===== config.mk =====
export PLATFORM = sky130hd
export DESIGN_NAME = multi_ch_timer_out_flat
export DESIGN_NICKNAME = d
export VERILOG_FILES = /design/src/rtl/multi_ch_timer_out_if.sv /design/src/rtl/multi_ch_timer_out.sv /design/src/flat_wrapper.sv
export SDC_FILE = /design/constraint.sdc
export NUM_CORES = 1
export LEC_CHECK = 0
export BUFFER_PORTS_ARGS = -buffer_cell sky130_fd_sc_hd__buf_2
export CAP_MARGIN = 20
export CORE_UTILIZATION = 62
export CTS_CLUSTER_SIZE = 16
export DETAILED_ROUTE_END_ITERATION = 6
export PLACE_DENSITY = 0.9
export SLEW_MARGIN = 20
export SYNTH_ARGS = -nofsm -noshare
export SYNTH_HDL_FRONTEND = slang
export SYNTH_SLANG_ARGS = --single-unit

===== constraint.sdc =====
create_clock -name clk -period 11.95 [get_ports clk]
set_input_delay 1.195 -clock clk [delete_from_list [all_inputs] [get_ports clk]]
set_output_delay 1.195 -clock clk [all_outputs]
set_load 0.05 [all_outputs]

===== src/rtl/multi_ch_timer_out_if.sv =====
// Control/status bundle between the regfile side and multi_ch_timer_out.
// With OUT_INV_EN defined the bundle also carries the per-channel i_invert level.
interface multi_ch_timer_out_if #(
  parameter int NUM_CH = 4,
  parameter int CNT_W  = 32
);
  logic [NUM_CH-1:0]       i_enable;
  logic [2*NUM_CH-1:0]     i_mode;
  logic [CNT_W*NUM_CH-1:0] i_period;
  logic [CNT_W*NUM_CH-1:0] i_duty;
  logic [NUM_CH-1:0]       i_start;
`ifdef OUT_INV_EN
  logic [NUM_CH-1:0]       i_invert;
`endif
  logic [NUM_CH-1:0]       o_out;
  logic [NUM_CH-1:0]       o_tick;
  logic [NUM_CH-1:0]       o_busy;

`ifdef OUT_INV_EN
  modport master (
    output i_enable, i_mode, i_period, i_duty, i_start, i_invert,
    input  o_out, o_tick, o_busy
  );
  modport slave (
    input  i_enable, i_mode, i_period, i_duty, i_start, i_invert,
    output o_out, o_tick, o_busy
  );
`else
  modport master (
    output i_enable, i_mode, i_period, i_duty, i_start,
    input  o_out, o_tick, o_busy
  );
  modport slave (
    input  i_enable, i_mode, i_period, i_duty, i_start,
    output o_out, o_tick, o_busy
  );
`endif
endinterface


===== src/rtl/multi_ch_timer_out.sv =====
// N-channel timer/waveform generator: per-channel TOGGLE, PULSE, PWM or ONESHOT.
// Optional macro OUT_INV_EN adds a per-channel output inversion (i_invert).
module multi_ch_timer_out #(
  parameter int NUM_CH = 4,
  parameter int CNT_W  = 32
) (
  input logic                 clk,
  input logic                 reset_n,
  multi_ch_timer_out_if.slave tmr
);
  localparam logic [1:0] M_TOGGLE  = 2'd0;
  localparam logic [1:0] M_PULSE   = 2'd1;
  localparam logic [1:0] M_PWM     = 2'd2;
  localparam logic [1:0] M_ONESHOT = 2'd3;

  typedef enum logic {OS_IDLE, OS_RUN} os_state_t;

  logic [CNT_W-1:0]  cnt_q    [NUM_CH];
  logic [CNT_W-1:0]  cnt_nx   [NUM_CH];
  logic [1:0]        mode_q   [NUM_CH];
  logic [1:0]        mode_c   [NUM_CH];
  os_state_t         os_q     [NUM_CH];
  logic [NUM_CH-1:0] wrap;
  logic [NUM_CH-1:0] wave_run;
  logic [NUM_CH-1:0] wave_q;
  logic [NUM_CH-1:0] out_q;
  logic [NUM_CH-1:0] tick_q;
  logic [NUM_CH-1:0] busy_q;
  logic [NUM_CH-1:0] inv;

`ifdef OUT_INV_EN
  assign inv = tmr.i_invert;
`else
  assign inv = '0;
`endif

  function automatic logic pwm_level(input logic [CNT_W-1:0] cnt_n,
                                     input logic [CNT_W-1:0] duty);
    return cnt_n < duty;
  endfunction

  // Wrap uses >= so a period lowered below the running count wraps on the next edge.
  always_comb begin
    for (int c = 0; c < NUM_CH; c++) begin
      mode_c[c] = tmr.i_mode[2*c +: 2];
      wrap[c]   = cnt_q[c] >= tmr.i_period[CNT_W*c +: CNT_W];
      cnt_nx[c] = wrap[c] ? '0 : cnt_q[c] + CNT_W'(1);
      case (mode_c[c])
        M_TOGGLE: wave_run[c] = wave_q[c] ^ wrap[c];
        M_PULSE:  wave_run[c] = wrap[c];
        M_PWM:    wave_run[c] = pwm_level(cnt_nx[c], tmr.i_duty[CNT_W*c +: CNT_W]);
        default:  wave_run[c] = 1'b0;
      endcase
    end
  end

  always_ff @(posedge clk or negedge reset_n) begin
    if (!reset_n) begin
      for (int c = 0; c < NUM_CH; c++) begin
        cnt_q[c]  <= '0;
        mode_q[c] <= M_TOGGLE;
        os_q[c]   <= OS_IDLE;
      end
      wave_q <= '0;
      out_q  <= '0;
      tick_q <= '0;
      busy_q <= '0;
    end else begin
      for (int c = 0; c < NUM_CH; c++) begin
        mode_q[c] <= mode_c[c];
        tick_q[c] <= 1'b0;
        if (!tmr.i_enable[c]) begin
          cnt_q[c]  <= '0;
          wave_q[c] <= 1'b0;
          out_q[c]  <= inv[c];
          busy_q[c] <= 1'b0;
          os_q[c]   <= OS_IDLE;
        end else if (mode_c[c] != mode_q[c]) begin
          // Mode switch restarts the channel from a clean period.
          cnt_q[c]  <= '0;
          wave_q[c] <= 1'b0;
          out_q[c]  <= inv[c];
          busy_q[c] <= (mode_c[c] != M_ONESHOT);
          os_q[c]   <= OS_IDLE;
        end else if (mode_c[c] == M_ONESHOT) begin
          if (os_q[c] == OS_IDLE) begin
            cnt_q[c]  <= '0;
            wave_q[c] <= tmr.i_start[c];
            out_q[c]  <= tmr.i_start[c] ^ inv[c];
            busy_q[c] <= tmr.i_start[c];
            os_q[c]   <= tmr.i_start[c] ? OS_RUN : OS_IDLE;
          end else begin
            cnt_q[c]  <= cnt_nx[c];
            tick_q[c] <= wrap[c];
            wave_q[c] <= ~wrap[c];
            out_q[c]  <= ~wrap[c] ^ inv[c];
            busy_q[c] <= ~wrap[c];
            os_q[c]   <= wrap[c] ? OS_IDLE : OS_RUN;
          end
        end else begin
          cnt_q[c]  <= cnt_nx[c];
          tick_q[c] <= wrap[c];
          wave_q[c] <= wave_run[c];
          out_q[c]  <= wave_run[c] ^ inv[c];
          busy_q[c] <= 1'b1;
          os_q[c]   <= OS_IDLE;
        end
      end
    end
  end

  assign tmr.o_out  = out_q;
  assign tmr.o_tick = tick_q;
  assign tmr.o_busy = busy_q;

endmodule


===== src/flat_wrapper.sv =====
// flat-port wrapper written by rule: the top's interface ports become plain ports
module multi_ch_timer_out_flat 
#(
  parameter int NUM_CH = 4,
  parameter int CNT_W  = 32
)
  (clk, reset_n, tmr_i_enable, tmr_i_mode, tmr_i_period, tmr_i_duty, tmr_i_start, tmr_o_out, tmr_o_tick, tmr_o_busy);
  multi_ch_timer_out_if #(.NUM_CH(NUM_CH), .CNT_W(CNT_W)) tmr_i ();
  input logic clk;
  input logic reset_n;
  input wire logic [$bits(tmr_i.i_enable)-1:0] tmr_i_enable;
  input wire logic [$bits(tmr_i.i_mode)-1:0] tmr_i_mode;
  input wire logic [$bits(tmr_i.i_period)-1:0] tmr_i_period;
  input wire logic [$bits(tmr_i.i_duty)-1:0] tmr_i_duty;
  input wire logic [$bits(tmr_i.i_start)-1:0] tmr_i_start;
  output wire logic [$bits(tmr_i.o_out)-1:0] tmr_o_out;
  output wire logic [$bits(tmr_i.o_tick)-1:0] tmr_o_tick;
  output wire logic [$bits(tmr_i.o_busy)-1:0] tmr_o_busy;
  assign tmr_i.i_enable = tmr_i_enable;
  assign tmr_i.i_mode = tmr_i_mode;
  assign tmr_i.i_period = tmr_i_period;
  assign tmr_i.i_duty = tmr_i_duty;
  assign tmr_i.i_start = tmr_i_start;
  assign tmr_o_out = tmr_i.o_out;
  assign tmr_o_tick = tmr_i.o_tick;
  assign tmr_o_busy = tmr_i.o_busy;
  multi_ch_timer_out #(.NUM_CH(NUM_CH), .CNT_W(CNT_W)) u_core (.clk(clk), .reset_n(reset_n), .tmr(tmr_i));
endmodule

==> metrics.txt, run 1 <==
clock tree buffer depth=2; register area share after synthesis=a little over a quarter; clk sink count=152; Max stage delay on crit path=0.81 ns; setup violators final=0; reg2reg end=u_core.wave_q[0]; Root Driver=clkbuf_16; final setup margin=6.66 ns; crit path cell chain=buf_2 > inv_1 > ha_1 > nand4_1 > nor3_1 > inv_1 > a211oi_1 > or2_1 > buf_4 > nor2_1 > ha_1 > o21ai_0 > a2111oi_0 > nand2_1 > o221ai_1 > a31oi_1 > o21ai_0 > nand3b_1; Yosys reg bits=152; Synth Cell Area=14,400 um^2; Cell Rows=55; crit path max-delay cell type=or2_1; TNS Setup=0 ns; wire per inst=15.9 um; final hold vios=0; CP arrival=between 5 and 6 ns; EDFF count, synth=0; Worst Max-Slew Pin Slew=0.981 ns; Filler cells=1,702; hold_buf cts=0; Residual DRC=0; RSZ-0062 raised after global routing=false; Post-Route WL=37,100 um; I/O pins=286; Slew headroom=between 30% and 40%; Antenna Violating Nets Remaining=0; Leak Pwr=9.36 nW; syn_nets=2,294; vias=13,600; HP Start=u_core.cnt_q[96]; Setup CP Type=input pin to register; FF-to-FF setup slack=7.06 ns; Hold/Removal Path Class=register to register; Setup Skew=0.0143 ns; die height=approximately 150 um; worst r2r src=u_core.cnt_q[107]; Comb power frac=13.4%; pwr/cell area=about 74 nW/um^2; Final Cycle Share=44.3%; largest net degree at the start of global routing=84; dominant synthesized flop cell=dfrtp_1; HPWL Detailed=29,800 um; layout cells sized above 1=17.6%; DR pass1 iterations=5; core area=about 23,000 um^2; Fmax achieved=0.189 GHz; IO Port Bufs=285; Yosys top cell by area=dfrtp_1; sw power=0.323 mW; Worst setup EP type=register; Final nets=between 2,000 and 3,000; DP Worst Slack=between 6 and 7 ns; Initial Utilization=63.3%; setup bufs post-CTS=0; Skew-Pair Late Insertion Delay=around 0.42 ns; clock transition at the registers of the reported paths=~0.06 ns; CTS tree=yes; Tot GR Track Use=31.9%; main area contributors after synthesis=dfrtp_1 26%, ha_1 22%, inv_1 7.3%; critical path's top delay family=simple AND/OR/NAND/NOR gates; initial detailed-routing violation count=roughly 770; H-tree level count=4; Max Cap Violations=0; Final Critical Period=~5.3 ns; Yosys cell types=67; Worst Hold Depth=1; crit start category=input pin; buffers and inverters on the worst path=4; gp weighted congestion=0.949; Via density=5.82; crit path max fanout=31; area grow syn2layout=15.1%; initial antenna violation count=6; Pint=0.904 mW; Worst R2R Path Depth=16; synthesized instance count=1,764; Die X=about 150 um; top-count cell post-synth=inv_1; Critical Path RT=12.24 ns; # resized after CTS=0; Hold Path End=u_core.cnt_q[96]; number of global-route vias before repair=13,800; status=finished, final reports clean; CTS Buf Count=17; sequential share of power=42.5%; top post-synthesis cells by count=281 x inv_1, 256 x ha_1, 188 x nor2_1; gr ovfl total=0; clock share of power=44.0%; number of max-slew violations in the final report=0; Async SR Flop Fraction=100%; Peak VDD IR=0.0000651 V; Die Area=23,800 um^2; post-synth top area share=26.5%; first-pass GRT wire length=62,100 um; synthesized area per cell=8.15 um^2; switching part of the total=26.3%; synth warn=0
flip-flops by register name (all words and copies together) (netlist names):
register and flops:
u_core.mode_q 8, u_core.tmr.o_tick 4, u_core.wave_q 4, u_core.os_q 4, u_core.cnt_q 128, u_core.tmr.o_busy 4
cell families (layout without fill, tap and decap cells):
logic type	Yosys count	after routing	synth area share [%]
compound gates	238	238	10.6
flops	152	152	26.5
mux	1	1	0.0697
buf+inv	329	606	9.39
xor+xnor	125	125	7.62
simple gates	663	663	23.5
fa+ha+maj	256	256	22.3
other cells	0	4	0
layout make-up:
| cell class | instances | area [um^2] | area share [%] |
|---|---|---|---|
| multi-input combinational | 1283 | 9240 | 55.8 |
| clock inverter | 13 | 149 | 0.900 |
| timing repair buffer | 293 | 1490 | 9.02 |
| tap | 285 | 357 | 2.16 |
| sequential | 152 | 3800 | 23.0 |
| inverter | 281 | 1050 | 6.37 |
| antenna | 4 | 10.0 | 0.0605 |
| clock buffer | 19 | 443 | 2.68 |
worst register-to-register path, stage by stage, from the launching register on:
cell	delay [ns]
dfrtp_1	0.47
ha_1	0.36
nand4_1	0.15
nor4_1	0.29
a311oi_1	0.16
a211oi_1	0.33
or2_1	0.81
buf_4	0.43
nor2_1	0.10
ha_1	0.30
o21ai_0	0.09
a2111oi_0	0.50
nand2_1	0.12
o221ai_1	0.22
a31oi_1	0.15
o21ai_0	0.19
nand3b_1	0.09
layer usage:
metal	wire [um]	vias up	track usage, %
met5	27	-	0
met4	1320	4	14.7
met3	2680	115	5.35
met2	18100	559	56.2
met1	15000	6259	38.0
li1	-	6621	-
cell usage in the layout (no fill, tap or decap), types with 6 or more instances in the layout:
| cell type | instances |
|---|---|
| nor3_1 | 131 |
| nor3_2 | 13 |
| xnor2_1 | 42 |
| a21o_1 | 22 |
| nand4_1 | 61 |
| or2_2 | 6 |
| inv_1 | 281 |
| o21a_1 | 6 |
| nor4_1 | 7 |
| nor2b_1 | 14 |
| nor3b_1 | 6 |
| dfrtp_1 | 152 |
| and2_1 | 7 |
| nand3_1 | 68 |
| clkbuf_16 | 17 |
| and3_1 | 27 |
| buf_2 | 284 |
| a21oi_1 | 78 |
| o21ai_0 | 46 |
| buf_4 | 8 |
| and4_1 | 13 |
| clkinvlp_4 | 6 |
| nand2_1 | 91 |
| a211oi_1 | 21 |
| ha_1 | 256 |
| xor2_1 | 83 |
| nor2_1 | 188 |
worst max-delay path by stage:
stage	startpoint	end	slack (ns)	cells past startpoint
2_1_floorplan	tmr_i_period[109]	u_core.wave_q[3]	7.35	18
3_3_place_gp	tmr_i_period[78]	u_core.wave_q[2]	6.23	17
3_5_place_dp	tmr_i_period[78]	u_core.wave_q[2]	6.10	17
4_1_cts	tmr_i_period[78]	u_core.wave_q[2]	6.54	17
5_1_grt	tmr_i_period[14]	u_core.wave_q[0]	6.25	18
6_report	tmr_i_period[29]	u_core.wave_q[0]	6.66	18
through the flow:
step	area [um^2]	power, mW	hold WS [ns]	instances	util, %
floorplan	14400	0.611	0.474	1764	-
global placement	15900	0.687	0.537	2294	70.2
detailed placement	15900	0.694	0.559	2294	70.2
CTS	16500	1.24	0.561	2326	72.8
global route	16500	1.28	0.595	2326	72.8
finish	16500	1.23	0.570	2330	72.9
power groups by stage:
stage / sequential, mW / clock, mW / combinational [mW]
finish: 0.522 / 0.540 / 0.165
global route: 0.522 / 0.575 / 0.186
CTS: 0.522 / 0.549 / 0.165
detailed placement: 0.531 / 0 / 0.163
global placement: 0.531 / 0 / 0.156
floorplan: 0.536 / 0 / 0.0752
No activity file was read; power rests on OpenSTA's default activity.
==> inputs of run 2 (changes only) <==
Settings changed: ABC_AREA set to 1, CORE_UTILIZATION 62 to 52, PLACE_DENSITY 0.9 to 0.8.
Clock period 11.95 ns to 4.6 ns, I/O delays scaled along.
==> run 2 against run 1 <==
Effect of this change:
- utilization shrank 11 points
- setup slack lost 5.9 ns
- routed wire length grew 9.7%
- largest cell class unchanged
- power grew to 2.6 times the previous value
- critical endpoint is now u_core.wave_q[3]
==> metrics.txt, run 2 <==
status=finished, final reports clean; post-synth top area share=24.8% (-1.7 points); Final Critical Period=3.81 ns; Crit path top cell by count=nand2_1; initial detailed-routing violation count=1,011 (+32%); top-count cell post-synth=inv_1; synthesized instance count=2,225 (+26%); crit path max fanout=3 (-90%); commonest non-fill, non-tap cell in the layout=inv_1; total power draw=3.24 mW (+160%); top post-synthesis cells by count=494 x inv_1, 414 x nand2_1, 259 x nor2_1; initial antenna violation count=3 (-3); I/O pins=286 (unchanged); EDFF count, synth=0 (unchanged); register area share after synthesis=24.8% (-1.7 points); clk sink count=152 (unchanged); vias=15,200 (+12%); Tot GR Track Use=27.3% (-4.5 points); Yosys top cell by area=dfrtp_1; dominant synthesized flop cell=dfrtp_1; synthesized area per cell=6.89 um^2 (-15%); Pint=2.32 mW (+160%); Leak Pwr=10.5 nW (+12%); setup violators final=0 (unchanged); Final Core Density=61.7% (-11 points); layout cells sized above 1=16.7% (-0.98 points); biggest regs=u_core.cnt_q (128), u_core.mode_q (8); sw power=0.923 mW (+190%); Yosys reg bits=152 (unchanged); max reg flops=128 (unchanged); Max stage delay on crit path=0.41 ns (-0.40 ns); FF-to-FF setup slack=0.79 ns (-6.27 ns); gp weighted congestion=0.920 (-3.0%); core area=28,900 um^2 (+27%); Critical Path RT=4.93 ns (-7.31 ns); crit path cell chain=ha_1 > nand2_1 > nor2_1 > nand2_1 > nor2_1 > nand3_1 > nor3_1 > nand3_1 > nor2_1 > nand2_1 > xor2_1 > nor2_1 > ha_1 > nand4_1 > or3_1 > nor4_1 > nand2_1 > nand2_1 > a21oi_1; Worst Max-Slew Pin Slew=0.739 ns (-0.242 ns); DR pass1 iterations=5 (unchanged); Final Cycle Share=82.9%; setup bufs post-CTS=0 (unchanged); area grow syn2layout=16.2%; pwr/cell area=182 nW/um^2 (+150%); Async SR Flop Fraction=100% (unchanged); number of global-route vias before repair=15,000 (+8.6%); Synth Cell Area=15,300 um^2 (+6.7%); RSZ-0062 raised after global routing=false; synth warn=0 (unchanged); Min Hold Slack=0.0353 ns (-0.534 ns); final setup margin=0.788 ns (-5.87 ns); wire per inst=14.0 um (-12%); HPWL Detailed=33,300 um (+12%); clock share of power=44.4% (+0.4 points); Initial Utilization=53.1% (-10 points); Comb power frac=13.9% (+0.5 points); Post-Route WL=40,700 um (+9.7%); Hold/Removal Path Class=input pin to async pin; # resized after CTS=0 (unchanged); Worst setup EP type=register; Fmax achieved=about 0.26 GHz; sequential share of power=41.7% (-0.8 points); Setup Skew=0.0199 ns (+0.00558 ns); crit path max-delay cell type=nor3_1; Filler cells=2,695 (+58%); CTS Buf Count=17 (unchanged); Root Driver=clkbuf_16; first-pass GRT wire length=67,800 um (+9.2%); main area contributors after synthesis=dfrtp_1 25%, ha_1 21%, inv_1 12%; largest net degree at the start of global routing=81 (-3.6%); clock tree buffer depth=2 (unchanged); Setup CP Type=register to register; Antenna Violating Nets Remaining=0 (unchanged); Residual DRC=0 (unchanged); CTS tree=yes; number of max-slew violations in the final report=0 (unchanged); Reg with most FFs=u_core.cnt_q; Cell Rows=62 (+13%); DP Worst Slack=0.754 ns (-5.35 ns); CP arrival=4.14 ns (-1.45 ns); most frequent cells in the layout=494 x inv_1, 414 x nand2_1, 284 x buf_2; switching part of the total=28.5% (+2.2 points); Skew-Pair Late Insertion Delay=0.44 ns (+0.02 ns); Peak VDD IR=0.000200 V (+210%); Die Area=30,200 um^2 (+27%); Via density=5.23 (-10%); gr ovfl total=0 (unchanged); IO Port Bufs=285 (unchanged); Max Cap Violations=0 (unchanged); H-tree level count=4 (unchanged); Final nets=3,039 (+19%); TNS Setup=0 ns (unchanged); Slew headroom=50.8% (+16 points); Yosys cell types=46 (-31%); crit start category=register; syn_nets=2,755 (+20%); Die X=174 um (+13%); final hold vios=0 (unchanged); clock transition at the registers of the reported paths=0.08 ns (+0.02 ns); die height=174 um (+13%); hold_buf cts=0 (unchanged)
## run 2: critical path: cells and delay by family (launching register included)
family / cells / cell delay, ns
AOI/OAI and AO/OA: 1 / 0.05
xor gates and xnor gates: 1 / 0.25
adders and majority gates: 2 / 0.47
DFF: 1 / 0.38
and+or+nand+nor: 15 / 2.57
## run 2: cell type report
class                      count  area [um^2]  share of cell area, %
antenna                        3         7.51                 0.0421
clock buffer                  19          453                   2.54
clock inverter                13          133                  0.745
inverter                     501         1880                   10.6
multi-input combinational   1543         9540                   53.6
sequential                   152         3800                   21.4
tap                          384          480                   2.70
timing repair buffer         294         1510                   8.49
## run 2: metal layers
layer / GRT usage [%] / share of wire [%] / vias to the layer above
met2: 47.8 / 48 / 467
met5: 0 / 0 / -
met4: 10.7 / 3.2 / 0
met3: 3.55 / 5.8 / 86
li1: - / - / 7690
met1: 34.1 / 43 / 6979
## run 2: final timing paths
path | startpoint | to | cells past startpoint
min reg2reg | u_core.mode_q[4] | u_core.wave_q[1] | 3
max | u_core.cnt_q[1] | u_core.wave_q[3] | 19
min in group clk | tmr_i_mode[6] | u_core.mode_q[0] | 1
max in group asynchronous | reset_n | u_core.tmr.o_busy[0] | 2
max reg2reg | u_core.cnt_q[1] | u_core.wave_q[3] | 19
min | reset_n | u_core.cnt_q[44] | 1
## run 2: power by group through the flow
stage	clock (mW)	sequential, mW	combinational, mW
6_report	1.44	1.35	0.449
3_5_place_dp	0	1.38	0.450
4_1_cts	1.45	1.35	0.454
3_3_place_gp	0	1.38	0.433
5_1_grt	1.51	1.35	0.516
2_1_floorplan	0	1.40	0.207
## run 2: cells by family (layout without fill, tap and decap cells)
kind of cell	Yosys count	count (layout)	synth area share, %
AOI/OAI and AO/OA	183	183	6.72
xor gates and xnor gates	57	57	3.26
adders and majority gates	256	256	20.9
buffers and inverters	530	827	13.0
DFF	152	152	24.8
other	0	3	0
and+or+nand+nor	1047	1047	31.3
## run 2: per-stage QoR
step                instance area, um^2  std cells
global placement                  17200       2874
global route                      17800       2908
detailed placement                17200       2874
finish                            17800       2909
floorplan                         15300       2225
CTS                               17800       2906
